--- config.mk ---
export PLATFORM = sky130hd
export DESIGN_NAME = qm_fetch
export DESIGN_NICKNAME = d
export VERILOG_FILES = /design/src/rtl/qm_defs_pkg.sv /design/src/rtl/qm_fetch.sv
export SDC_FILE = /design/constraint.sdc
export NUM_CORES = 1
export LEC_CHECK = 0
export CAP_MARGIN = 20
export CORE_ASPECT_RATIO = 1.75
export CORE_MARGIN = 2
export CORE_UTILIZATION = 50
export CTS_BUF_LIST = sky130_fd_sc_hd__clkbuf_16
export CTS_CLUSTER_DIAMETER = 120
export DETAILED_ROUTE_END_ITERATION = 8
export PLACE_DENSITY_LB_ADDON = 0.15
export SYNTH_ARGS = -nofsm -noshare
export SYNTH_HDL_FRONTEND = slang
export SYNTH_SLANG_ARGS = --single-unit
--- constraint.sdc ---
create_clock -name clk -period 12.5 [get_ports clk]
set_clock_uncertainty 0.05 [all_clocks]
set_input_delay 2.5 -clock clk [delete_from_list [all_inputs] [get_ports clk]]
set_output_delay 2.5 -clock clk [all_outputs]
set_load 0.03 [all_outputs]
--- src/rtl/qm_defs_pkg.sv ---
// Shared definitions for the qm front end: fetch FSM encodings, the default
// boot address and a word-alignment helper used by the fetch stage and the
// instruction cache.
package qm_defs_pkg;

  // Fetch FSM encodings (2 bits, shared with qm_icache and later stages)
  typedef enum logic [1:0] {
    FETCH = 2'd0,
    MISS  = 2'd1,
    HOLD  = 2'd2
  } fetch_state_t;

  // Boot address: MIPS-style kseg1 boot ROM
  localparam logic [31:0] QM_RESET_VECTOR = 32'hBFC00000;

  // Force an address onto a 32-bit instruction boundary
  function automatic logic [31:0] word_align(input logic [31:0] addr);
    return addr & ~32'h0000_0003;
  endfunction

endpackage

--- src/rtl/qm_fetch.sv ---
// Instruction fetch stage. Presents the PC to qm_icache, registers the
// returned word toward decode with a valid/ready handshake, parks on cache
// misses and decode back-pressure, and applies branch redirects. A redirect
// that arrives while a line fill is in flight is parked in a pending register
// so the fill address stays put until the cache answers.
module qm_fetch
  import qm_defs_pkg::*;
#(
  parameter logic [31:0] RESET_VECTOR = QM_RESET_VECTOR
) (
  input  logic        clk,
  input  logic        reset,
  output logic [31:0] icache_address,
  input  logic        icache_hit,
  input  logic        icache_stall,
  input  logic [31:0] icache_data,
  input  logic        branch_valid,
  input  logic [31:0] branch_target,
  input  logic        decode_ready,
  output logic        decode_valid,
  output logic [31:0] decode_instr,
  output logic [31:0] decode_pc,
  output logic [15:0] miss_cycles
);

  fetch_state_t state_reg, state_next;
  logic [31:0]  pc_reg, pc_next;
  logic         pending_valid_reg, pending_valid_next;
  logic [31:0]  pending_target_reg, pending_target_next;
  logic         decode_valid_next;
  logic [31:0]  decode_instr_next, decode_pc_next;
  logic [15:0]  miss_cycles_next;

  logic redirect;
  logic issue;
  logic take_branch;

  assign icache_address = pc_reg;

  // Next-state logic for the FSM, PC, pending redirect and decode register
  always_comb begin
    state_next          = state_reg;
    pc_next             = pc_reg;
    pending_valid_next  = pending_valid_reg;
    pending_target_next = pending_target_reg;
    decode_valid_next   = decode_valid;
    decode_instr_next   = decode_instr;
    decode_pc_next      = decode_pc;
    miss_cycles_next    = miss_cycles;

    redirect    = branch_valid || pending_valid_reg;
    issue       = icache_hit && (!decode_valid || decode_ready) && !redirect;
    // Outside MISS a redirect is applied at once; inside MISS it is deferred
    take_branch = branch_valid && (state_reg != MISS);

    // Program counter and pending redirect; the newest branch always wins
    if (take_branch) begin
      pc_next            = word_align(branch_target);
      pending_valid_next = 1'b0;
    end else if (branch_valid) begin
      pending_valid_next  = 1'b1;
      pending_target_next = word_align(branch_target);
    end else if (pending_valid_reg && icache_hit) begin
      // The hit belongs to the abandoned path: drop it and jump
      pc_next            = pending_target_reg;
      pending_valid_next = 1'b0;
    end else if (issue) begin
      pc_next = pc_reg + 32'd4;
    end

    // Decode output register: flush beats load, load beats drain
    if (take_branch) begin
      decode_valid_next = 1'b0;
    end else if (issue) begin
      decode_valid_next = 1'b1;
      decode_instr_next = icache_data;
      decode_pc_next    = pc_reg;
    end else if (decode_valid && decode_ready) begin
      decode_valid_next = 1'b0;
    end

    // Fetch FSM
    case (state_reg)
      FETCH: begin
        if (take_branch)
          state_next = FETCH;
        else if (icache_stall)
          state_next = MISS;
        else if (icache_hit && decode_valid && !decode_ready)
          state_next = HOLD;
      end
      MISS: begin
        if (icache_hit)
          state_next = FETCH;
      end
      HOLD: begin
        if (take_branch || decode_ready)
          state_next = FETCH;
      end
      default: state_next = FETCH;
    endcase

    // Saturating count of cycles spent waiting on a line fill
    if ((state_reg == MISS) && (miss_cycles != 16'hFFFF))
      miss_cycles_next = miss_cycles + 16'd1;
  end

  // State, PC, pending redirect and decode output registers
  always_ff @(posedge clk or posedge reset) begin
    if (reset) begin
      state_reg          <= FETCH;
      pc_reg             <= word_align(RESET_VECTOR);
      pending_valid_reg  <= 1'b0;
      pending_target_reg <= 32'd0;
      decode_valid       <= 1'b0;
      decode_instr       <= 32'd0;
      decode_pc          <= 32'd0;
      miss_cycles        <= 16'd0;
    end else begin
      state_reg          <= state_next;
      pc_reg             <= pc_next;
      pending_valid_reg  <= pending_valid_next;
      pending_target_reg <= pending_target_next;
      decode_valid       <= decode_valid_next;
      decode_instr       <= decode_instr_next;
      decode_pc          <= decode_pc_next;
      miss_cycles        <= miss_cycles_next;
    end
  end

endmodule
==> impl_summary.md, run 1 <==
Pwr
The share of total power dissipated in the clock network is 0.318. The share of total power dissipated in sequential elements is 0.377. After layout, the design draws a total of 1.78 mW. The leakage power figure is 4.01 nW. For this design the ratio of total power to cell area is 197 mW/mm^2.

The internal power component is 1.18 mW. The combinational fraction of design power is 0.305. Of the total power, the share spent switching nets is 0.338. The highest ir drop seen on vdd is 128 uV.

For this design the total switching power over the nets is 0.602 mW.

Synthesis
The number of enable flip-flop cells after synthesis is 0. Of all cell types, the one taking the most synthesized area is sky130_fd_sc_hd__dfrtp_1. The commonest cells after synthesis are sky130_fd_sc_hd__nand2_1, sky130_fd_sc_hd__dfrtp_1, sky130_fd_sc_hd__o21ai_0. Synthesis instantiated 53 different standard cells from the library. The most instantiated flip-flop cell in the synthesis netlist is sky130_fd_sc_hd__dfrtp_1. In the synthesized netlist the async set-or-reset flop fraction comes to 1.00. The cell area after synthesis is 0.00653 sq mm. The sequential area share after synthesis is 0.546. By instance count, the leading cell after synthesis is sky130_fd_sc_hd__nand2_1. Synthesis inferred 142 register bits. The gate count of the mapped netlist is 677. The number of warnings reported in the yosys synthesis log is 0. In the post-synthesis netlist, the biggest area contributors are sky130_fd_sc_hd__dfrtp_1, sky130_fd_sc_hd__nand2_1, sky130_fd_sc_hd__mux2_2, sky130_fd_sc_hd__dfstp_2, sky130_fd_sc_hd__o21ai_0.

The fraction of synthesized cell area taken by the top area cell type is 0.510. In this run the mean area of a mapped cell was 9.64 sq um.

Critical path
The minimum setup slack among reg-to-reg paths is 9.91 ns. The combined buffer and inverter count along the critical path is 2. The kind of cell with the highest combined delay along the critical path is simple AND/OR/NAND/NOR gates. Walking the worst path, the cells encountered are clkdlybuf4s50_1 > nand2b_1 > or3_2 > buf_4 > or4_1 > o211ai_1. Data arrives at the worst endpoint at 5.27 ns.

The worst setup path is launched from an input port. The first element of the critical path is branch_valid. The longest individual stage delay on the worst path is 0.81 ns. The largest fanout on the critical path is 42. The data required time of the worst path is 12.79 ns. The startpoint-to-endpoint class of the critical path is in -> reg. The type of destination of the critical path is a flop.

The startpoint identified for the worst register-to-register timing path is pending_valid_reg. The cell with the largest stage delay on the worst path is sky130_fd_sc_hd__or3_2.

Floorplan
The die is between 90 and 100 microns wide. The core outline area is 0.0129 sq mm. The number of core rows is 55.

The initial utilization of the core area, before any placement, comes to 0.507. In this run the vertical extent of the chip is 155 microns. The die covers roughly 0.014 sq mm. The count of boundary I/O pins is about 180.

CTS
The H-tree level count is 4. After clock tree synthesis, the clock-pin slew on the worst setup and hold paths is 0.06 ns. Clock latency on the worst-skew pair, taken at its later pin, is 0.42 ns. The worst-case clock buffer depth is 2.

In this run the post-CTS setup repair buffer count came out at 0. After clock tree synthesis, the flow added hold-fix buffers numbering 0. The count of cells resized by post-cts repair is 0. The buffer type at the clock tree root is sky130_fd_sc_hd__clkbuf_16. Buffers inserted during clock tree synthesis total 17.

TritonCTS built the clock tree. Clock tree synthesis found a total of 142 sinks.

STA
Measured against its own limit, the worst slew margin works out to 0.293. For the finished layout, the period the worst path requires is 4.98 ns. Dividing the final minimum period by the clock period gives 0.398. The hold violation count in the final report came to 0. The pin slew with the least headroom to its limit is 1.06 ns. For this run, the top clock speed supported by timing is 201 MHz. Setup violations remaining at the end of the flow were counted as 0.

Setup repair after global routing left no endpoint under its margin. The count of final max-slew check failures came to 0. In the final timing run, aggregate negative setup slack is 0 ns.

Final layout
The final-stage net count is 914. The area overhead of the layout relative to synthesis is 38.8%. The utilization of the core after routing is 0.704. In the final layout, the share of cells above drive strength 1 is 0.0994. After the flow finishes, the layout carries non-filler instances totaling ~1k.

The register bank with the most flops is decode_instr. The area of all placed cells without fillers is 0.00906 sq mm. The final antenna diode count is 0.

The register with the most flip-flops in the layout has 32 of them.

Global routing
The number of antenna violations at the first check in global routing came to 0. The number of global-route vias before repair came to 5,786. After global routing the overflow that remains totals 0. The overall global routing resource usage is 0.259.

The wire length of the first global-routing pass is 29,000 microns. The maximum number of pins on one net before global-route repair is 74.

Drt
The per-cell via count in the routed design is 5.56. The via count is around 5.7k. In this run the remaining antenna-violating nets after routing total 0.

In the final routed layout, each cell accounts on average for 17.3 microns. After detailed routing, the number of remaining DRC violations is 0. For this block, the initial DRC count from the detailed router was just under 300. The total wire length after detailed routing is 17,700 microns. Before antenna repair, the detailed router went through 7 iterations.

Placement
In this run the cell area measured after placement is ~0.0084 sq mm. The final estimated routing congestion in global placement is 0.858. Detailed placement ended at an HPWL of 12,000 microns.

The count of placed standard cells including taps is 994. Port buffering added 176 buffers.

Worst hold path
The origin of the worst min-delay path is decode_instr[1]. The tightest min-delay check is of the reg -> reg type.

Run
The number of violations of the max-capacitance limit is 0.

Run status
The run finished with clean final reports.
==> per-layer routing <==
metal / share of wire / GRT usage
met5: 0 / 0
met1: 0.38 / 0.299
met3: 0.063 / 0.0663
met2: 0.53 / 0.456
met4: 0.031 / 0.111
==> cell families after synthesis <==
kind of cell | Yosys count | synth area share
other cells | 1 | 0.000575
buf+inv | 48 | 0.0322
xor+xnor | 25 | 0.0336
compound gates | 117 | 0.119
mux | 31 | 0.0535
fa+ha+maj | 2 | 0.00383
simple gates | 311 | 0.211
flops | 142 | 0.546
==> through the flow <==
step	worst slack [ns]	hold slack, ns
floorplan	6.16	0.388
global placement	7.16	0.404
detailed placement	7.09	0.411
CTS	7.50	0.423
global route	7.42	0.448
finish	7.52	0.425
==> path summary, 6_finish.rpt <==
| kind | to | cells past startpoint |
|---|---|---|
| worst max-delay path | icache_address[27] | 6 |
| worst min-delay path | decode_instr[1] | 2 |
| worst max register to register | icache_address[20] | 5 |
| worst min register to register | decode_instr[1] | 2 |
| max in group asynchronous | icache_address[6] | 3 |
| min in group asynchronous | decode_pc[21] | 2 |
==> area by class of cell <==
cell class | count | area (sq um)
timing repair buffer | 184 | 1820
inverter | 7 | 31.3
clock inverter | 15 | 230
fill | 979 | 3810
clock buffer | 17 | 425
multi-input combinational | 490 | 2770
tap | 171 | 214
sequential | 142 | 3560
==> placed cells by master, fill, tap and decap left out, types with 5 or more instances in the layout <==
| cell type | n |
|---|---|
| sky130_fd_sc_hd__a31oi_1 | 14 |
| sky130_fd_sc_hd__xnor2_1 | 16 |
| sky130_fd_sc_hd__xor2_1 | 9 |
| sky130_fd_sc_hd__nand4_1 | 15 |
| sky130_fd_sc_hd__mux2_2 | 31 |
| sky130_fd_sc_hd__clkbuf_16 | 17 |
| sky130_fd_sc_hd__clkdlybuf4s50_1 | 176 |
| sky130_fd_sc_hd__nand2_1 | 211 |
| sky130_fd_sc_hd__o21ai_0 | 33 |
| sky130_fd_sc_hd__a21oi_1 | 19 |
| sky130_fd_sc_hd__nor2b_1 | 5 |
| sky130_fd_sc_hd__dfstp_2 | 9 |
| sky130_fd_sc_hd__nor2_1 | 18 |
| sky130_fd_sc_hd__a22o_1 | 8 |
| sky130_fd_sc_hd__inv_1 | 9 |
| sky130_fd_sc_hd__nand3_1 | 17 |
| sky130_fd_sc_hd__nor4_1 | 5 |
| sky130_fd_sc_hd__buf_4 | 8 |
| sky130_fd_sc_hd__nor3_1 | 5 |
| sky130_fd_sc_hd__dfrtp_1 | 133 |
| sky130_fd_sc_hd__bufinv_16 | 6 |
| sky130_fd_sc_hd__a221o_1 | 8 |
| sky130_fd_sc_hd__and3_1 | 15 |
| sky130_fd_sc_hd__a22oi_1 | 7 |
==> worst register-to-register path, cell delays in order, from the launching register on <==
cell                      delay (ns)
sky130_fd_sc_hd__dfrtp_1        0.50
sky130_fd_sc_hd__nand2_1        0.55
sky130_fd_sc_hd__nor2_1         1.01
sky130_fd_sc_hd__a22o_1         0.26
sky130_fd_sc_hd__a31oi_1        0.04
sky130_fd_sc_hd__o21ai_0        0.10
==> power groups by stage <==
stage | registers, mW | logic [mW] | clock network (mW)
finish | 0.672 | 0.543 | 0.565
global route | 0.688 | 0.581 | 0.591
CTS | 0.670 | 0.549 | 0.570
detailed placement | 0.676 | 0.546 | 0
global placement | 0.668 | 0.533 | 0
floorplan | 0.813 | 0.163 | 0
Note: power is estimated with default switching activity, not from simulation.
==> inputs of run 2 (changes only) <==
--- a/config.mk
+++ b/config.mk
@@ -8,7 +8,7 @@
 export CAP_MARGIN = 20
 export CORE_ASPECT_RATIO = 1.75
 export CORE_MARGIN = 2
-export CORE_UTILIZATION = 50
+export CORE_UTILIZATION = 48
 export CTS_BUF_LIST = sky130_fd_sc_hd__clkbuf_16
 export CTS_CLUSTER_DIAMETER = 120
 export DETAILED_ROUTE_END_ITERATION = 8
==> constraint.sdc (replaced) <==
create_clock -name clk -period 4.6 [get_ports clk]
set_clock_uncertainty 0.05 [all_clocks]
set_input_delay 0.92 -clock clk [delete_from_list [all_inputs] [get_ports clk]]
set_output_delay 0.92 -clock clk [all_outputs]
set_load 0.03 [all_outputs]
==> impl_summary.md, run 2 (same netlist as run 1, synthesis figures left out) <==
CTS
Once the clock tree was built, the setup fixing pass inserted 0 buffers. The number of buffers created by CTS is 17. The count of clock tree sinks is 142. Hold repair after CTS inserted 0 buffers. The worst-case clock buffer depth is 2.

The insertion delay to the later sink of the worst-skew pair is 0.42 ns. The root buffer cell chosen for the clock tree is sky130_fd_sc_hd__clkbuf_16. The count of cells resized by post-cts repair is 0. The TritonCTS clock tree is yes. Clock-pin slew was measured on the worst setup and hold paths at roughly 0.050 ns.

In this run the number of H-tree levels came out at 4.

Critical path
The longest individual stage delay on the worst path is 0.78 ns. The critical path contains buffers and inverters numbering 2 combined. The worst flop-to-flop path startpoint is icache_address[7]. The type of destination of the critical path is a flop. For the worst flop-to-flop path, the logic depth is 5. The critical path goes through clkdlybuf4s50_1 > nand2b_1 > or3_2 > buf_4 > a41oi_1 > o21ai_0 > o211ai_1.

The data arrival time of the critical path is between 3 and 4 ns. The cell with the largest stage delay on the worst path is sky130_fd_sc_hd__or3_2. The worst flop-to-flop path endpoint is icache_address[27]. The family of cells with the greatest summed delay on the critical path is simple AND/OR/NAND/NOR gates. The data required time of the worst path is 4.88 ns. STA classifies the critical path startpoint as an input port. The critical path is of the in -> reg type. In this run the worst path has a maximum fanout of 31. The minimum setup slack among reg-to-reg paths is 2.19 ns.

STA
The final hold slack is 0.420 ns. The hold violation count in the final report is 0. The worst relative slew slack is 0.352. Setup repair after global routing left no endpoint under its margin. The worst path needs 3.04 ns of the cycle, external delays included. The maximum frequency from static timing analysis is 329 MHz. The worst path meets setup with 1.56 ns of slack.

The count of final max-slew check failures is 0. Setup violations remaining at the end of the flow were counted as 0. The part of the cycle the worst path needs is 0.660. For the final routed database, the setup TNS stands at 0 ns. The pin slew with the least headroom to its limit is ~0.96 ns.

Floorplan
The number of core rows is 56. For this configuration, the core starts out at a cell density of 0.490. The floorplan step set the die height to 158 microns. The core region is 0.0133 sq mm. The die covers between 0.01 and 0.015 sq mm. The count of boundary I/O pins is 183. From left edge to right edge, the die measures 92.1 microns.

Final layout
In the final design database the tool counted between 900 and 1k nets. The library cell used most frequently in the layout, excluding fill and tap cells, is sky130_fd_sc_hd__nand2_1. After the flow finishes, the layout carries non-filler instances totaling 1,032. The repair_antennas step left the layout with diodes totalling 0. The area growth from synthesis to layout is 38.3%. The sequential cells in the finished layout cover a total of between 0.003 and 0.004 sq mm. The flip-flop count of the largest register, all copies and words added is 32. In the layout the commonest cells are sky130_fd_sc_hd__nand2_1, sky130_fd_sc_hd__clkdlybuf4s50_1, sky130_fd_sc_hd__dfrtp_1, sky130_fd_sc_hd__o21ai_0, sky130_fd_sc_hd__mux2_2.

The layout filler cell count is around 1.1k. More flip-flops sit in one register than any other, and that register is decode_instr. In the final layout, the share of cells above drive strength 1 is 0.104. The area of combinational cells with multiple inputs is roughly 0.0028 sq mm.

Global routing
The wire length of the first global-routing pass is 28,900 microns. The maximum number of pins on one net before global-route repair is 101. Summed over all layers, the global routing overflow is 0. The number of antenna violations at the first check in global routing is 0. The number of global-route vias before repair is about 5.8k. The overall global routing resource usage is 0.254.

Worst hold path
The worst hold path was traced through 2 stages. The path with the worst hold slack has its endpoint at decode_instr[0]. The worst hold path belongs to the class reg -> reg. The worst hold path begins at decode_instr[0].

Drt
Once detail routing completed, the nets flagged for antenna violations numbered 0. Dividing the detail-routed via count by the number of cells gives 5.57. The per-cell routed wire length is 17.6 microns. The routed layout has between 5k and 6k vias. The number of detailed-routing iterations run before antenna repair is 5. Wires add up to around 18,000 microns. The first-iteration detailed-routing DRC count is roughly 290. The DRC violation count after routing is 0.

Pwr
The sum of internal, switching and leakage power is 4.67 mW. IR analysis of the VDD net gives a maximum drop of 274 uV. In this run the power density over the cells is between 500 and 600 mW/mm^2. The analysis attributes to cell leakage a power of 3.99 nW.

Placement
The count of placed standard cells including taps is 1,001. Prior to clock tree synthesis, the placed netlist has a worst setup slack of 1.14 ns. The number of I/O port buffers is between 150 and 200. At the end of routability-driven placement, the weighted congestion stood at a little over 0.9. The half-perimeter wire length after detailed placement is 12,700 microns.

Run status
The flow ran to the end, and the final reports show no timing, DRC or antenna violations.

Run
The number of violations of the max-capacitance limit is 0.
==> run 2: cell types whose count changed in the layout (fill, tap and decap cells not counted), sizes merged <==
cell / delta
bufinv: -3
clkinvlp: +2
clkinv: +3
inv: -3
buf: +4
==> run 2: worst max path at each step <==
stage	start	end	cells after the start
floorplan	reset	decode_instr[0]	1
detailed placement	branch_valid	icache_address[18]	7
CTS	branch_valid	icache_address[28]	7
global route	branch_valid	icache_address[18]	7
finish	branch_valid	icache_address[28]	7
global placement	branch_valid	icache_address[28]	7
==> run 2: routing by layer <==
metal	share of wire	global-route usage
met1	0.38	0.285
met2	0.54	0.455
met3	0.057	0.0615
met4	0.029	0.117
met5	0	0
==> run 2: where the power goes <==
| group | internal (mW) | total [mW] | switching [mW] |
|---|---|---|---|
| clock | 0.839 | 1.36 | 0.518 |
| combinational | 0.641 | 1.49 | 0.845 |
| sequential | 1.56 | 1.83 | 0.271 |
==> run 2: cell type report <==
type | instances | area share
Clock buffer | 17 | 0.0471
Tap cell | 174 | 0.0241
Clock inverter | 14 | 0.0166
Multi-Input combinational cell | 490 | 0.307
Inverter | 7 | 0.00333
Timing Repair Buffer | 188 | 0.207
Sequential cell | 142 | 0.395
==> run 2: worst reg2reg max path, delay by kind of cell (launching register included) <==
family,cells,cell delay [ns]
AND/OR/NAND/NOR,4,1.72
flip-flops,1,0.47
AO/OA/AOI/OAI,1,0.10
==> run 2: stage by stage <==
| stage | utilization | cell area (sq um) |
|---|---|---|
| floorplan | - | 6540 |
| global placement | 0.635 | 8450 |
| detailed placement | 0.635 | 8450 |
| CTS | 0.678 | 9020 |
| global route | 0.678 | 9020 |
| finish | 0.678 | 9020 |
==> inputs of run 3 (changes only) <==
==> constraint.sdc (replaced) <==
create_clock -name clk -period 3.1 [get_ports clk]
set_clock_uncertainty 0.05 [all_clocks]
set_input_delay 0.62 -clock clk [delete_from_list [all_inputs] [get_ports clk]]
set_output_delay 0.62 -clock clk [all_outputs]
set_load 0.03 [all_outputs]
==> impl_summary.md, run 3 (same netlist as run 1, synthesis figures left out) <==
Critical path
Traced cell by cell, the critical path runs through clkdlybuf4s50_1. Data on the critical path arrives at its endpoint at 1.74 ns. The largest fanout on the critical path is 10. The cell with the largest stage delay on the worst path is sky130_fd_sc_hd__clkdlybuf4s50_1.

Together, buffers and inverters on the worst path number 1. The minimum setup slack among reg-to-reg paths is 0.84 ns. The startpoint identified for the worst register-to-register timing path is icache_address[9]. The startpoint type of the worst setup path is a flop.

On the worst path, the slowest cell contributes a delay of 0.70 ns. STA classifies the critical path endpoint as a primary output. The number of cells on the worst reg-to-reg path is 5. The family of cells with the greatest summed delay on the critical path is buffers and inverters. The worst flop-to-flop path endpoint is icache_address[30].

The data required time of the worst path is 2.43 ns. The critical path is of the reg -> out type.

CTS
The buffer type at the clock tree root is sky130_fd_sc_hd__clkbuf_16. The H-tree was split into 4 levels. The number of buffers created by CTS is 17. The clock reaches the later pin of the worst-skew pair after 0.42 ns. The post-CTS setup-driven buffer insertion count is 0. After clock tree synthesis, the clock-pin slew on the worst setup and hold paths is 0.06 ns. The worst-case clock buffer depth is 2.

The TritonCTS clock tree is yes. The number of hold buffers added after CTS is 0. The count of clock tree sinks is 142. Post-CTS repair changed the size of 0 cells.

Drt
The via count is 5,764. Summed over all layers, the routed wires come to roughly 18,000 microns. Before antenna repair, the detailed router went through 5 iterations. The per-cell via count in the routed design is between 5 and 6. The length of routed met2 wiring is 9600 microns. The count of nets left with antenna violations once routing finished came out at 0. In the routed design, unresolved DRC markers number 0. The wire length on met1 is about 6700 microns. The met3 wire length is 930 microns. The first-iteration detailed-routing DRC count is 443. After detailed routing, the average wire length per cell comes to between 15 and 20 microns. After detailed routing, no signal wire sits above met4.

Pwr
Overall power consumption after layout is estimated at ~7.1 mW. Dividing total power by cell area gives a power density of 771 mW/mm^2. The leakage power figure is just over 4 nW.

Across the VDD grid, the largest voltage drop is 424 uV.

Final layout
In the layout the commonest cells are sky130_fd_sc_hd__nand2_1, sky130_fd_sc_hd__clkdlybuf4s50_1, sky130_fd_sc_hd__dfrtp_1, sky130_fd_sc_hd__o21ai_0, sky130_fd_sc_hd__mux2_2. The sequential cells in the finished layout cover a total of 0.00356 sq mm. The most common cell after layout, fill and taps aside is sky130_fd_sc_hd__nand2_1. Of the cells placed in the final design, the portion with a size suffix greater than 1 is 0.116. The flip-flop count of the largest register, all copies and words added is 32. The final-stage net count is 928. The layout filler cell count is 1,068. The area growth from synthesis to layout is 40.5%. In the final layout, the multi-input gates occupy 0.00277 sq mm. The final antenna diode count is 0. The final cell count without fillers is about 1.0k. The register bank with the most flops is decode_instr.

Worst hold path
The worst hold path belongs to the class reg -> reg. In this run the most critical hold path is launched from decode_pc[22]. The number of cells traversed by the worst hold path is 2. The worst hold path terminates at decode_pc[22].

Placement
In this run the tool buffered the top-level ports with 176 buffer cells. The post-placement setup slack is between 0.3 and 0.4 ns. The final estimated routing congestion in global placement is 0.919. Detailed placement ended at an HPWL of about 13,000 microns.

The count of placed standard cells including taps is 1,011.

Floorplan
For this configuration, the core starts out at a cell density of 0.490. The number of core rows is 56. The count of boundary I/O pins is 183. The vertical extent of the die is 158 microns. The area of the die is about 0.015 sq mm. The die is 92.1 microns wide. The total area inside the core boundary comes to about 0.013 sq mm.

STA
At the pin with the least slew margin, the transition time is 0.786 ns. In the finished design, the share of the clock period the worst path needs comes to 0.779. The maximum frequency from static timing analysis is 414 MHz. The count of final max-slew check failures is 0. Once routing completed, OpenROAD measured the worst setup slack at 0.685 ns. The worst relative slew slack is 0.476. Hold is met by about 0.42 ns. Setup repair after global routing left no endpoint under its margin.

After routing, the total negative slack on setup checks comes to 0 ns. The hold violation count in the final report came to 0. Setup violations remaining at the end of the flow were counted as 0. For the finished layout, the period the worst path requires is 2.41 ns.

Run
The number of violations of the max-capacitance limit is 0.

Global routing
The first global-routing pass estimated approximately 29,000 microns of wire. The number of global-route vias before repair is between 5k and 6k. The maximum number of pins on one net before global-route repair is about 140. The number of antenna violations at the first check in global routing is 0. The overall global routing resource usage is 0.251. The total overflow left after global routing is 0.

Run status
The run finished with clean final reports.
## run 3: final cells by class
cell class / count / share of cell area
inverter: 7 / 0.00328
tap: 174 / 0.0237
clock buffer: 17 / 0.0464
timing repair buffer: 198 / 0.214
multi-input combinational: 490 / 0.302
sequential: 142 / 0.389
clock inverter: 15 / 0.0213
## run 3: metal layers
layer,vias up,GRT usage
met1,2828,0.287
met3,39,0.0582
li1,2698,-
met4,0,0.105
met2,199,0.451
met5,-,0
## run 3: worst max-delay path by stage
stage / start / slack (ns) / cells after the start / to
2_1_floorplan: reset / 0.66 / 1 / decode_instr[0]
3_3_place_gp: icache_hit / 0.36 / 5 / icache_address[27]
3_5_place_dp: icache_hit / 0.30 / 5 / icache_address[27]
4_1_cts: icache_address[24] / 0.67 / 1 / icache_address[24]
5_1_grt: icache_hit / 0.62 / 5 / icache_address[25]
6_report: icache_address[24] / 0.69 / 1 / icache_address[24]
## run 3: where the power goes
| part | leakage, nW | switching (mW) | total (mW) | internal [mW] |
|---|---|---|---|---|
| clock network | 0.304 | 0.798 | 2.14 | 1.34 |
| logic | 2.02 | 1.25 | 2.22 | 0.970 |
| registers | 1.75 | 0.392 | 2.70 | 2.31 |
## run 3: tightest hold or removal path, cell delays in order (launching register included)
cell and delay (ns):
sky130_fd_sc_hd__dfrtp_1 0.34, sky130_fd_sc_hd__nand2_1 0.05, sky130_fd_sc_hd__nand2_1 0.05
## run 3: metrics by stage
stage          cell area, sq um  utilization
2_1_floorplan              6540            -
3_3_place_gp               8550        0.642
3_5_place_dp               8550        0.642
4_1_cts                    9170        0.689
5_1_grt                    9170        0.689
6_report                   9170        0.689
